==> src/rtl/uart_imem_loader.sv <==
// Boot-time loader: parses a framed program image from the UART byte stream and
// writes it into instruction memory over a Wishbone classic master, holding the core until done.
module uart_imem_loader #(
  parameter logic [31:0] BASE_ADDR  = 32'h0000_0000,
  parameter int          MAX_WORDS  = 4096,
  parameter int          FIFO_DEPTH = 4,
  parameter logic [7:0]  SYNC_BYTE  = 8'hA5
) (
  input  logic        clk,
  input  logic        reset,
  input  logic [7:0]  i_rx_data,
  input  logic        i_rx_valid,
  output logic        o_wb_cyc,
  output logic        o_wb_stb,
  output logic        o_wb_we,
  output logic [31:0] o_wb_adr,
  output logic [31:0] o_wb_dat,
  output logic [3:0]  o_wb_sel,
  input  logic        i_wb_ack,
  output logic        o_busy,
  output logic        o_done,
  output logic        o_err,
  output logic        o_core_hold
);

  localparam int AW = $clog2(FIFO_DEPTH);
  localparam logic [AW:0] FULL_LVL = FIFO_DEPTH[AW:0];

  typedef enum logic [2:0] {
    S_IDLE  = 3'd0,
    S_LEN0  = 3'd1,
    S_LEN1  = 3'd2,
    S_DATA  = 3'd3,
    S_WRITE = 3'd4,
    S_CSUM  = 3'd5,
    S_DONE  = 3'd6,
    S_ERR   = 3'd7
  } state_t;

  function automatic logic [7:0] csum_add(input logic [7:0] acc, input logic [7:0] b);
    return acc + b;
  endfunction

  state_t        state_r;
  logic [7:0]    fifo_mem_r [FIFO_DEPTH];
  logic [AW-1:0] wr_ptr_r;
  logic [AW-1:0] rd_ptr_r;
  logic [AW:0]   fill_r;
  logic          fifo_full_s;
  logic          fifo_empty_s;
  logic [7:0]    fifo_dout_s;
  logic          pop_s;
  logic          push_s;
  logic          overflow_s;
  logic [15:0]   len_s;
  logic [15:0]   count_r;
  logic [15:0]   word_idx_r;
  logic [1:0]    byte_idx_r;
  logic [23:0]   word_r;
  logic [7:0]    csum_r;
  logic          wb_cyc_r;
  logic          wb_stb_r;
  logic          wb_we_r;
  logic [31:0]   wb_adr_r;
  logic [31:0]   wb_dat_r;
  logic [3:0]    wb_sel_r;
  logic          busy_r;
  logic          done_r;
  logic          err_r;
  logic          hold_r;

  assign fifo_full_s  = (fill_r == FULL_LVL);
  assign fifo_empty_s = (fill_r == {(AW+1){1'b0}});
  assign fifo_dout_s  = fifo_mem_r[rd_ptr_r];
  assign len_s        = {fifo_dout_s, count_r[7:0]};

  // FSM consumes one byte per cycle in every parsing state; WRITE leaves the FIFO to absorb arrivals
  always_comb begin
    pop_s = 1'b0;
    case (state_r)
      S_IDLE, S_LEN0, S_LEN1, S_DATA, S_CSUM, S_ERR: pop_s = !fifo_empty_s;
      default:                                       pop_s = 1'b0;
    endcase
  end

  // Push decision; a full FIFO without a simultaneous pop loses the byte and flags overflow
  always_comb begin
    push_s     = 1'b0;
    overflow_s = 1'b0;
    if (i_rx_valid && (state_r != S_DONE)) begin
      if (fifo_full_s && !pop_s) begin
        overflow_s = 1'b1;
      end else begin
        push_s = 1'b1;
      end
    end else begin
      push_s     = 1'b0;
      overflow_s = 1'b0;
    end
  end

  // Byte FIFO storage; contents need no reset since pointers define validity
  always_ff @(posedge clk) begin
    if (push_s) begin
      fifo_mem_r[wr_ptr_r] <= i_rx_data;
    end
  end

  // Byte FIFO pointers and fill level
  always_ff @(posedge clk) begin
    if (reset) begin
      wr_ptr_r <= {AW{1'b0}};
      rd_ptr_r <= {AW{1'b0}};
      fill_r   <= {(AW+1){1'b0}};
    end else begin
      if (push_s) wr_ptr_r <= wr_ptr_r + {{(AW-1){1'b0}}, 1'b1};
      if (pop_s)  rd_ptr_r <= rd_ptr_r + {{(AW-1){1'b0}}, 1'b1};
      case ({push_s, pop_s})
        2'b10:   fill_r <= fill_r + {{AW{1'b0}}, 1'b1};
        2'b01:   fill_r <= fill_r - {{AW{1'b0}}, 1'b1};
        default: fill_r <= fill_r;
      endcase
    end
  end

  // Frame parser and Wishbone master with registered status outputs
  always_ff @(posedge clk) begin
    if (reset) begin
      state_r    <= S_IDLE;
      count_r    <= 16'd0;
      word_idx_r <= 16'd0;
      byte_idx_r <= 2'd0;
      word_r     <= 24'd0;
      csum_r     <= 8'd0;
      wb_cyc_r   <= 1'b0;
      wb_stb_r   <= 1'b0;
      wb_we_r    <= 1'b0;
      wb_adr_r   <= 32'd0;
      wb_dat_r   <= 32'd0;
      wb_sel_r   <= 4'h0;
      busy_r     <= 1'b0;
      done_r     <= 1'b0;
      err_r      <= 1'b0;
      hold_r     <= 1'b1;
    end else if (overflow_s) begin
      // Overflow aborts any write in flight; the slave's late ack is ignored in ERR
      state_r  <= S_ERR;
      wb_cyc_r <= 1'b0;
      wb_stb_r <= 1'b0;
      wb_we_r  <= 1'b0;
      wb_sel_r <= 4'h0;
      busy_r   <= 1'b0;
      err_r    <= 1'b1;
      hold_r   <= 1'b1;
    end else begin
      case (state_r)
        S_IDLE, S_ERR: begin
          if (pop_s && (fifo_dout_s == SYNC_BYTE)) begin
            state_r <= S_LEN0;
            csum_r  <= 8'd0;
            busy_r  <= 1'b1;
            err_r   <= 1'b0;
          end
        end
        S_LEN0: begin
          if (pop_s) begin
            count_r[7:0] <= fifo_dout_s;
            state_r      <= S_LEN1;
          end
        end
        S_LEN1: begin
          if (pop_s) begin
            count_r <= len_s;
            if ({16'd0, len_s} > $unsigned(MAX_WORDS)) begin
              state_r <= S_ERR;
              busy_r  <= 1'b0;
              err_r   <= 1'b1;
            end else if (len_s == 16'd0) begin
              state_r <= S_CSUM;
            end else begin
              state_r    <= S_DATA;
              byte_idx_r <= 2'd0;
              word_idx_r <= 16'd0;
            end
          end
        end
        S_DATA: begin
          if (pop_s) begin
            csum_r     <= csum_add(csum_r, fifo_dout_s);
            word_r     <= {fifo_dout_s, word_r[23:8]};
            byte_idx_r <= byte_idx_r + 2'd1;
            if (byte_idx_r == 2'd3) begin
              state_r  <= S_WRITE;
              wb_cyc_r <= 1'b1;
              wb_stb_r <= 1'b1;
              wb_we_r  <= 1'b1;
              wb_sel_r <= 4'hF;
              wb_adr_r <= BASE_ADDR + {14'd0, word_idx_r, 2'b00};
              wb_dat_r <= {fifo_dout_s, word_r};
            end
          end
        end
        S_WRITE: begin
          if (i_wb_ack) begin
            wb_cyc_r   <= 1'b0;
            wb_stb_r   <= 1'b0;
            wb_we_r    <= 1'b0;
            wb_sel_r   <= 4'h0;
            word_idx_r <= word_idx_r + 16'd1;
            byte_idx_r <= 2'd0;
            if ((word_idx_r + 16'd1) == count_r) begin
              state_r <= S_CSUM;
            end else begin
              state_r <= S_DATA;
            end
          end
        end
        S_CSUM: begin
          if (pop_s) begin
            busy_r <= 1'b0;
            if (fifo_dout_s == csum_r) begin
              state_r <= S_DONE;
              done_r  <= 1'b1;
              hold_r  <= 1'b0;
            end else begin
              state_r <= S_ERR;
              err_r   <= 1'b1;
            end
          end
        end
        S_DONE: begin
          state_r <= S_DONE;
        end
        default: begin
          state_r <= S_IDLE;
        end
      endcase
    end
  end

  assign o_wb_cyc    = wb_cyc_r;
  assign o_wb_stb    = wb_stb_r;
  assign o_wb_we     = wb_we_r;
  assign o_wb_adr    = wb_adr_r;
  assign o_wb_dat    = wb_dat_r;
  assign o_wb_sel    = wb_sel_r;
  assign o_busy      = busy_r;
  assign o_done      = done_r;
  assign o_err       = err_r;
  assign o_core_hold = hold_r;

endmodule

==> config.mk <==
export PLATFORM = sky130hd
export DESIGN_NAME = uart_imem_loader
export DESIGN_NICKNAME = d
export VERILOG_FILES = /design/src/rtl/uart_imem_loader.sv
export SDC_FILE = /design/constraint.sdc
export NUM_CORES = 1
export LEC_CHECK = 0
export CORE_AREA = 2 2 134 169
export DETAILED_ROUTE_END_ITERATION = 8
export DIE_AREA = 0 0 136 171
export REMOVE_ABC_BUFFERS = 1
export SLEW_MARGIN = 20
export SYNTH_ARGS = -nofsm -noshare
export SYNTH_HDL_FRONTEND = slang
export SYNTH_SLANG_ARGS = --single-unit
==> constraint.sdc <==
create_clock -name clk -period 5.2 [get_ports clk]
set_input_delay 0.78 -clock clk [delete_from_list [all_inputs] [get_ports clk]]
set_output_delay 0.78 -clock clk [all_outputs]
set_load 0.05 [all_outputs]
-- Word-level counts from Yosys, hierarchy flattened
Memories as Yosys holds them, arrays and structs flattened. A register that Yosys moved wholly into a read port is not among the register bits.
Cells that the tools add are included.
- register bits: 133
- bits in writable memories: 32
- input port bits: 12
- output and inout port bits: 75
- logic and storage cells: 152
- memories kept: 1
- memory list (memory ; depth ; width ; read ports ; clocked after Yosys merged registers in ; wr ports ; line ; text):
    fifo_mem_r ; 4 ; 8 ; 1 ; 1 ; 1 ; 45 ; logic [7:0] fifo_mem_r [FIFO_DEPTH];
- add/subtract/negate cells: 7
- $lt $le $gt $ge: 1
- eq/ne operators: 33
- muxes and demuxes: 59
- bitwise operators: 2
- reductions and logical operators: 31
- operator list (operator ; count):
    2-to-1 mux 16 bit ; 4
    2-to-1 mux 3 bit ; 11
    case mux 16 bit (2 select lines) ; 1
    case mux 8 bit (2 select lines) ; 2
    inequality test 3 bit, second input constant ; 10
    2-to-1 mux 8 bit ; 3
    2-to-1 mux 1 bit ; 21
    case mux 3 bit (7 select lines) ; 1
    AND reduction 4 bit ; 5
    inequality test 2 bit, second input constant ; 9
    adder 16 x 1 -> 16 bit, second input constant ; 1
    equality test 16 bit ; 1
    > comparator 16 x 13 -> 1 bit, second input constant ; 1
    logical NOT 16 bit ; 1
    equality test 3 bit, second input constant ; 5
    2-to-1 mux 2 bit ; 7
    AND reduction 7 bit ; 2
    2-to-1 mux 4 bit ; 3
    AND reduction 6 bit ; 2
    AND reduction 3 bit ; 3
    adder 8 bit ; 1
    equality test 8 bit ; 1
    equality test 8 bit, second input constant ; 1
    case mux 4 bit (2 select lines) ; 1
    21 further kinds ; 36

-- Longest topological paths before layout
- depth after elaboration: 9
- mapped depth: 11
- gate-level depth less buffers: 10

-- Worst setup path before layout
Ideal clock, no wire load.
- kind: register -> register
- from: register with a tool-made name
- to: register csum_r[7]
- library setup time: 120 ps
- arrival time: 2708 ps
- data required time: 5080 ps
- path slack: 2372 ps
- cell stages (with the launch flop): 10
- path buffers: 1
- clock period less this slack: 2828 ps
- path through: dfxtp_1 -> buf_4 -> mux4_2 -> ha_1 -> a21o_1 -> a21oi_1 -> o21bai_1 -> a2111oi_0 -> a211oi_1 -> a211o_1
- RTL lines (what ; line ; text):
    to (signal assigned) ; 189 ; csum_r <= csum_add(csum_r, fifo_dout_s);
    to (decl) ; 60 ; logic [7:0] csum_r;

==> impl_results.rst <==
.. list-table::
   :header-rows: 1

   * - Metric
     - Value
   * - Setup TNS after final layout
     - 0 ps
   * - Wire length reported by the detailed router
     - around 17000 um
   * - Root buf cell
     - sky130_fd_sc_hd__clkbuf_16
   * - Reported leakage power
     - just under 3 nW
   * - Number of warnings printed during yosys synthesis
     - 0
   * - Setup slack on the worst flop-to-flop path
     - 1800 ps
   * - Worst supply voltage drop on vdd
     - roughly 0.23 mV
   * - Number of distinct library cells after synthesis
     - 67
   * - Chip width
     - 136 um
   * - Hold Vio Cnt, Final
     - 0
   * - Via-to-Cell Ratio
     - roughly 5
   * - CTS Hold Bufs
     - 0
   * - Terminus of the critical flop-to-flop path
     - csum_r[7]
   * - Worst max-slew margin expressed relative to the limit
     - 33.0%
   * - Fraction of the yosys area taken by sequential cells
     - about 48%
   * - Die Area
     - approximately 23000 sq um
   * - Starting Density
     - 34.3%
   * - Post-route DRC
     - 0
   * - Sinks on the clock net
     - about 160
   * - Final HPWL from detailed placement
     - 10900 um
   * - Startpoint of the lowest-slack hold path
     - word_r[3]
   * - Routed vias
     - approximately 5700
   * - Die span in y
     - 171 um
   * - Min Tclk post-route
     - around 3400 ps
   * - Global-route wire length before repair
     - around 28000 um
   * - Number of global-route vias before repair
     - ~5400
   * - Clk pin slew, worst setup/hold paths
     - ~70 ps
   * - Final Wtd Congestion
     - 0.813
   * - EDFF count, synth
     - 32
   * - Worst hold slack
     - around 450 ps
   * - First-pass iteration count of the detailed router
     - 4
   * - Setup Fix Bufs, Post-CTS
     - 0
   * - Hold/Removal Path Class
     - flip-flop to flip-flop
   * - Core area
     - ~22000 sq um
   * - Fin Clk Skew
     - 15.2 ps
   * - CP endpoint kind
     - flip-flop
   * - Maximum clock insertion buffer count
     - 2
   * - Setup repair after global routing missed its margin
     - no
   * - Total power density per cell area
     - 413 nW/um^2
   * - Synth Flop Type
     - sky130_fd_sc_hd__dfxtp_1
   * - End point of the most critical hold path
     - o_wb_dat[3]
   * - Post-synthesis average cell area
     - just over 9 sq um
   * - Max-cap violations
     - 0
   * - Pin count of the biggest net entering global routing
     - 77
   * - Post-synthesis cell area
     - ~7500 sq um
   * - CTS tree
     - done
   * - Depth of the most critical reg-to-reg path
     - 8
   * - Final clock period utilization by the worst path
     - approximately two thirds
   * - Clock latency on the worst-skew pair
     - ~440 ps
   * - Gr usage total
     - 15.1%
   * - Yosys reg bits
     - 163
   * - Share of synthesized registers carrying an async set or reset
     - 0%
   * - Outcome
     - finished, final reports clean
   * - Synth Instances
     - 815
   * - Row cnt
     - just over 60
   * - Max Transition Viols Final
     - 0
   * - Wire length per cell
     - 14.7 um
   * - IO Pins
     - 87
   * - Category of the worst setup path launch point
     - flip-flop
   * - Number of buffers added by the clock tree synthesis step
     - 17
   * - Number of antenna violations at the first check in global routing
     - 0
   * - Hold Path Stages
     - 2
   * - Setup-failing EPs final
     - 0
   * - Actual transition at the worst max-transition pin
     - 1000 ps
   * - Maximum clock frequency
     - roughly 0.3 GHz
   * - Depth of the CTS H-tree
     - 4
   * - Syn-to-layout area delta
     - 16.5%
   * - Post-cts gate resize count
     - 0
   * - Number of buffers added on ports
     - 70
   * - Data required time at the worst endpoint
     - roughly 5500 ps
   * - Total cell area at the placement stage
     - ~8000 sq um
   * - Library cell occupying the most area in the post-synthesis netlist
     - sky130_fd_sc_hd__dfxtp_1
   * - Total gr overflow
     - 0
   * - Count of antenna diodes in the layout
     - 0
   * - Ranking of synthesized cells by area
     - sky130_fd_sc_hd__dfxtp_1 (35%), sky130_fd_sc_hd__edfxtp_1 (13%), sky130_fd_sc_hd__nand2_1 (8.8%)
   * - Fraction of layout cells with a size suffix above 1
     - under 10%
   * - Worst-path fanout max
     - 8
   * - Final design area excluding fillers
     - around 8700 sq um
   * - Kind of critical path
     - flip-flop to flip-flop
   * - Crit path DAT
     - roughly 3700 ps
   * - Detailed router's first-iteration violation count
     - ~350
   * - Total number of nets in the final design
     - slightly below 900
   * - Remaining antenna violation count after routing
     - 0
   * - Synth top area share
     - approximately a third
-- flip-flops by register name, indices dropped and copies added (netlist names), named ones only --
name / count
wr_ptr_r: 2
fifo_mem_r: 32
byte_idx_r: 2
word_idx_r: 16
csum_r: 8
o_err: 1
o_core_hold: 1
word_r: 24
o_wb_dat: 32
state_r: 3
o_done: 1
o_wb_sel: 1
o_wb_adr: 16
fill_r: 3
rd_ptr_r: 2
o_busy: 1
count_r: 16
-- synth_stat cells, types with 3 or more instances --
| library cell | instances |
|---|---|
| sky130_fd_sc_hd__a211oi_1 | 5 |
| sky130_fd_sc_hd__a21oi_1 | 108 |
| sky130_fd_sc_hd__a311oi_1 | 5 |
| sky130_fd_sc_hd__a311oi_2 | 6 |
| sky130_fd_sc_hd__a31o_2 | 3 |
| sky130_fd_sc_hd__a31oi_1 | 4 |
| sky130_fd_sc_hd__and2_1 | 5 |
| sky130_fd_sc_hd__and3_1 | 8 |
| sky130_fd_sc_hd__buf_1 | 5 |
| sky130_fd_sc_hd__buf_2 | 7 |
| sky130_fd_sc_hd__buf_4 | 24 |
| sky130_fd_sc_hd__buf_6 | 6 |
| sky130_fd_sc_hd__clkbuf_1 | 32 |
| sky130_fd_sc_hd__clkbuf_8 | 5 |
| sky130_fd_sc_hd__dfxtp_1 | 131 |
| sky130_fd_sc_hd__edfxtp_1 | 32 |
| sky130_fd_sc_hd__ha_1 | 13 |
| sky130_fd_sc_hd__inv_1 | 13 |
| sky130_fd_sc_hd__mux2i_1 | 15 |
| sky130_fd_sc_hd__mux4_2 | 8 |
| sky130_fd_sc_hd__nand2_1 | 176 |
| sky130_fd_sc_hd__nand3_1 | 23 |
| sky130_fd_sc_hd__nand4_1 | 6 |
| sky130_fd_sc_hd__nor2_1 | 47 |
| sky130_fd_sc_hd__nor2b_1 | 3 |
| sky130_fd_sc_hd__nor3_1 | 9 |
| sky130_fd_sc_hd__nor3b_1 | 4 |
| sky130_fd_sc_hd__nor4_1 | 7 |
| sky130_fd_sc_hd__o21a_1 | 3 |
| sky130_fd_sc_hd__o21ai_0 | 12 |
| sky130_fd_sc_hd__o21bai_1 | 5 |
| sky130_fd_sc_hd__o22ai_1 | 3 |
| sky130_fd_sc_hd__or2_2 | 3 |
| sky130_fd_sc_hd__or3_1 | 5 |
| sky130_fd_sc_hd__or4_1 | 4 |
| sky130_fd_sc_hd__xnor2_1 | 27 |
| sky130_fd_sc_hd__xor2_1 | 6 |
-- final cells by class --
cell class | count | area [sq um]
clock buffer | 18 | 439
fill | 2249 | 13100
tap | 283 | 354
clock inverter | 14 | 143
inverter | 13 | 48.8
timing repair buffer | 74 | 728
multi-input combinational | 575 | 3420
sequential | 163 | 3580
-- critical path, cell delays in order, from the launching register on --
cell                        delay, ps
sky130_fd_sc_hd__dfxtp_1          650
sky130_fd_sc_hd__mux4_2           710
sky130_fd_sc_hd__ha_1             350
sky130_fd_sc_hd__a21o_1           180
sky130_fd_sc_hd__a21oi_1          240
sky130_fd_sc_hd__o21bai_1         110
sky130_fd_sc_hd__a2111oi_0        640
sky130_fd_sc_hd__a211oi_1         110
sky130_fd_sc_hd__a211o_1          290
-- worst max-delay path by stage --
stage          depth (start not counted)   endpoint         from  slack [ps]
4_1_cts                                8  csum_r[7]    flip-flop        1820
5_1_grt                                8  csum_r[7]    flip-flop        1480
3_3_place_gp                           8  csum_r[7]    flip-flop        1900
6_report                               8  csum_r[7]    flip-flop        1800
3_5_place_dp                           8  csum_r[7]    flip-flop        1850
2_1_floorplan                          0   o_wb_cyc  o_wb_sel[2]        1890
-- logic make-up after synthesis --
logic type / after synthesis / share of synthesized area, %
other: 1 / 0.0501
buffers and inverters: 92 / 7.21
XOR/XNOR: 34 / 4.08
multiplexers: 25 / 4.72
AND/OR/NAND/NOR: 313 / 19.1
flip-flops: 163 / 47.9
AO/OA/AOI/OAI: 172 / 14.2
adder cells (fa/ha/maj): 15 / 2.71
-- metal layers --
metal	global-route usage (%)	vias to the layer above	routed length [um]
met1	18.5	2698	7630
met4	6.34	0	379
met2	25.7	101	8310
met5	0	-	0
met3	2.81	26	484
li1	-	2866	-
-- placed cells by master (no fill, tap or decap), drive strengths merged, types with 3 or more instances in the layout --
cell           count
or3                5
inv               20
edfxtp            32
clkdlybuf4s50     69
a31oi              4
and3              10
nand3             23
o21bai             5
a21oi            108
mux2i             15
buf                5
mux4               8
and2               5
nor2              47
o22ai              3
a211oi             5
nor4               8
ha                13
nand4              7
nand2            176
conb              16
or2                3
nor3              10
o21a               3
xor2               6
a311oi            11
dfxtp            131
clkbuf            18
xnor2             28
o21ai             13
or4                5
a31o               3
clkinv             5
nor2b              3
nor3b              6
-- per-stage QoR --
stage	power [mW]	utilization (%)	setup WS (ps)	instances
floorplan	2.14	-	1890	751
global placement	2.37	37.2	1900	1108
detailed placement	2.38	37.2	1850	1108
CTS	3.63	39.9	1820	1140
global route	3.80	39.9	1480	1140
finish	3.60	39.9	1800	1140
-- report_power, final --
group	leakage [nW]	internal, mW	total (mW)	switching, mW
clock network	0.287	0.687	1.24	0.550
registers	1.35	1.38	1.50	0.120
logic	1.30	0.333	0.863	0.530
Note: power is estimated with default switching activity, not from simulation.
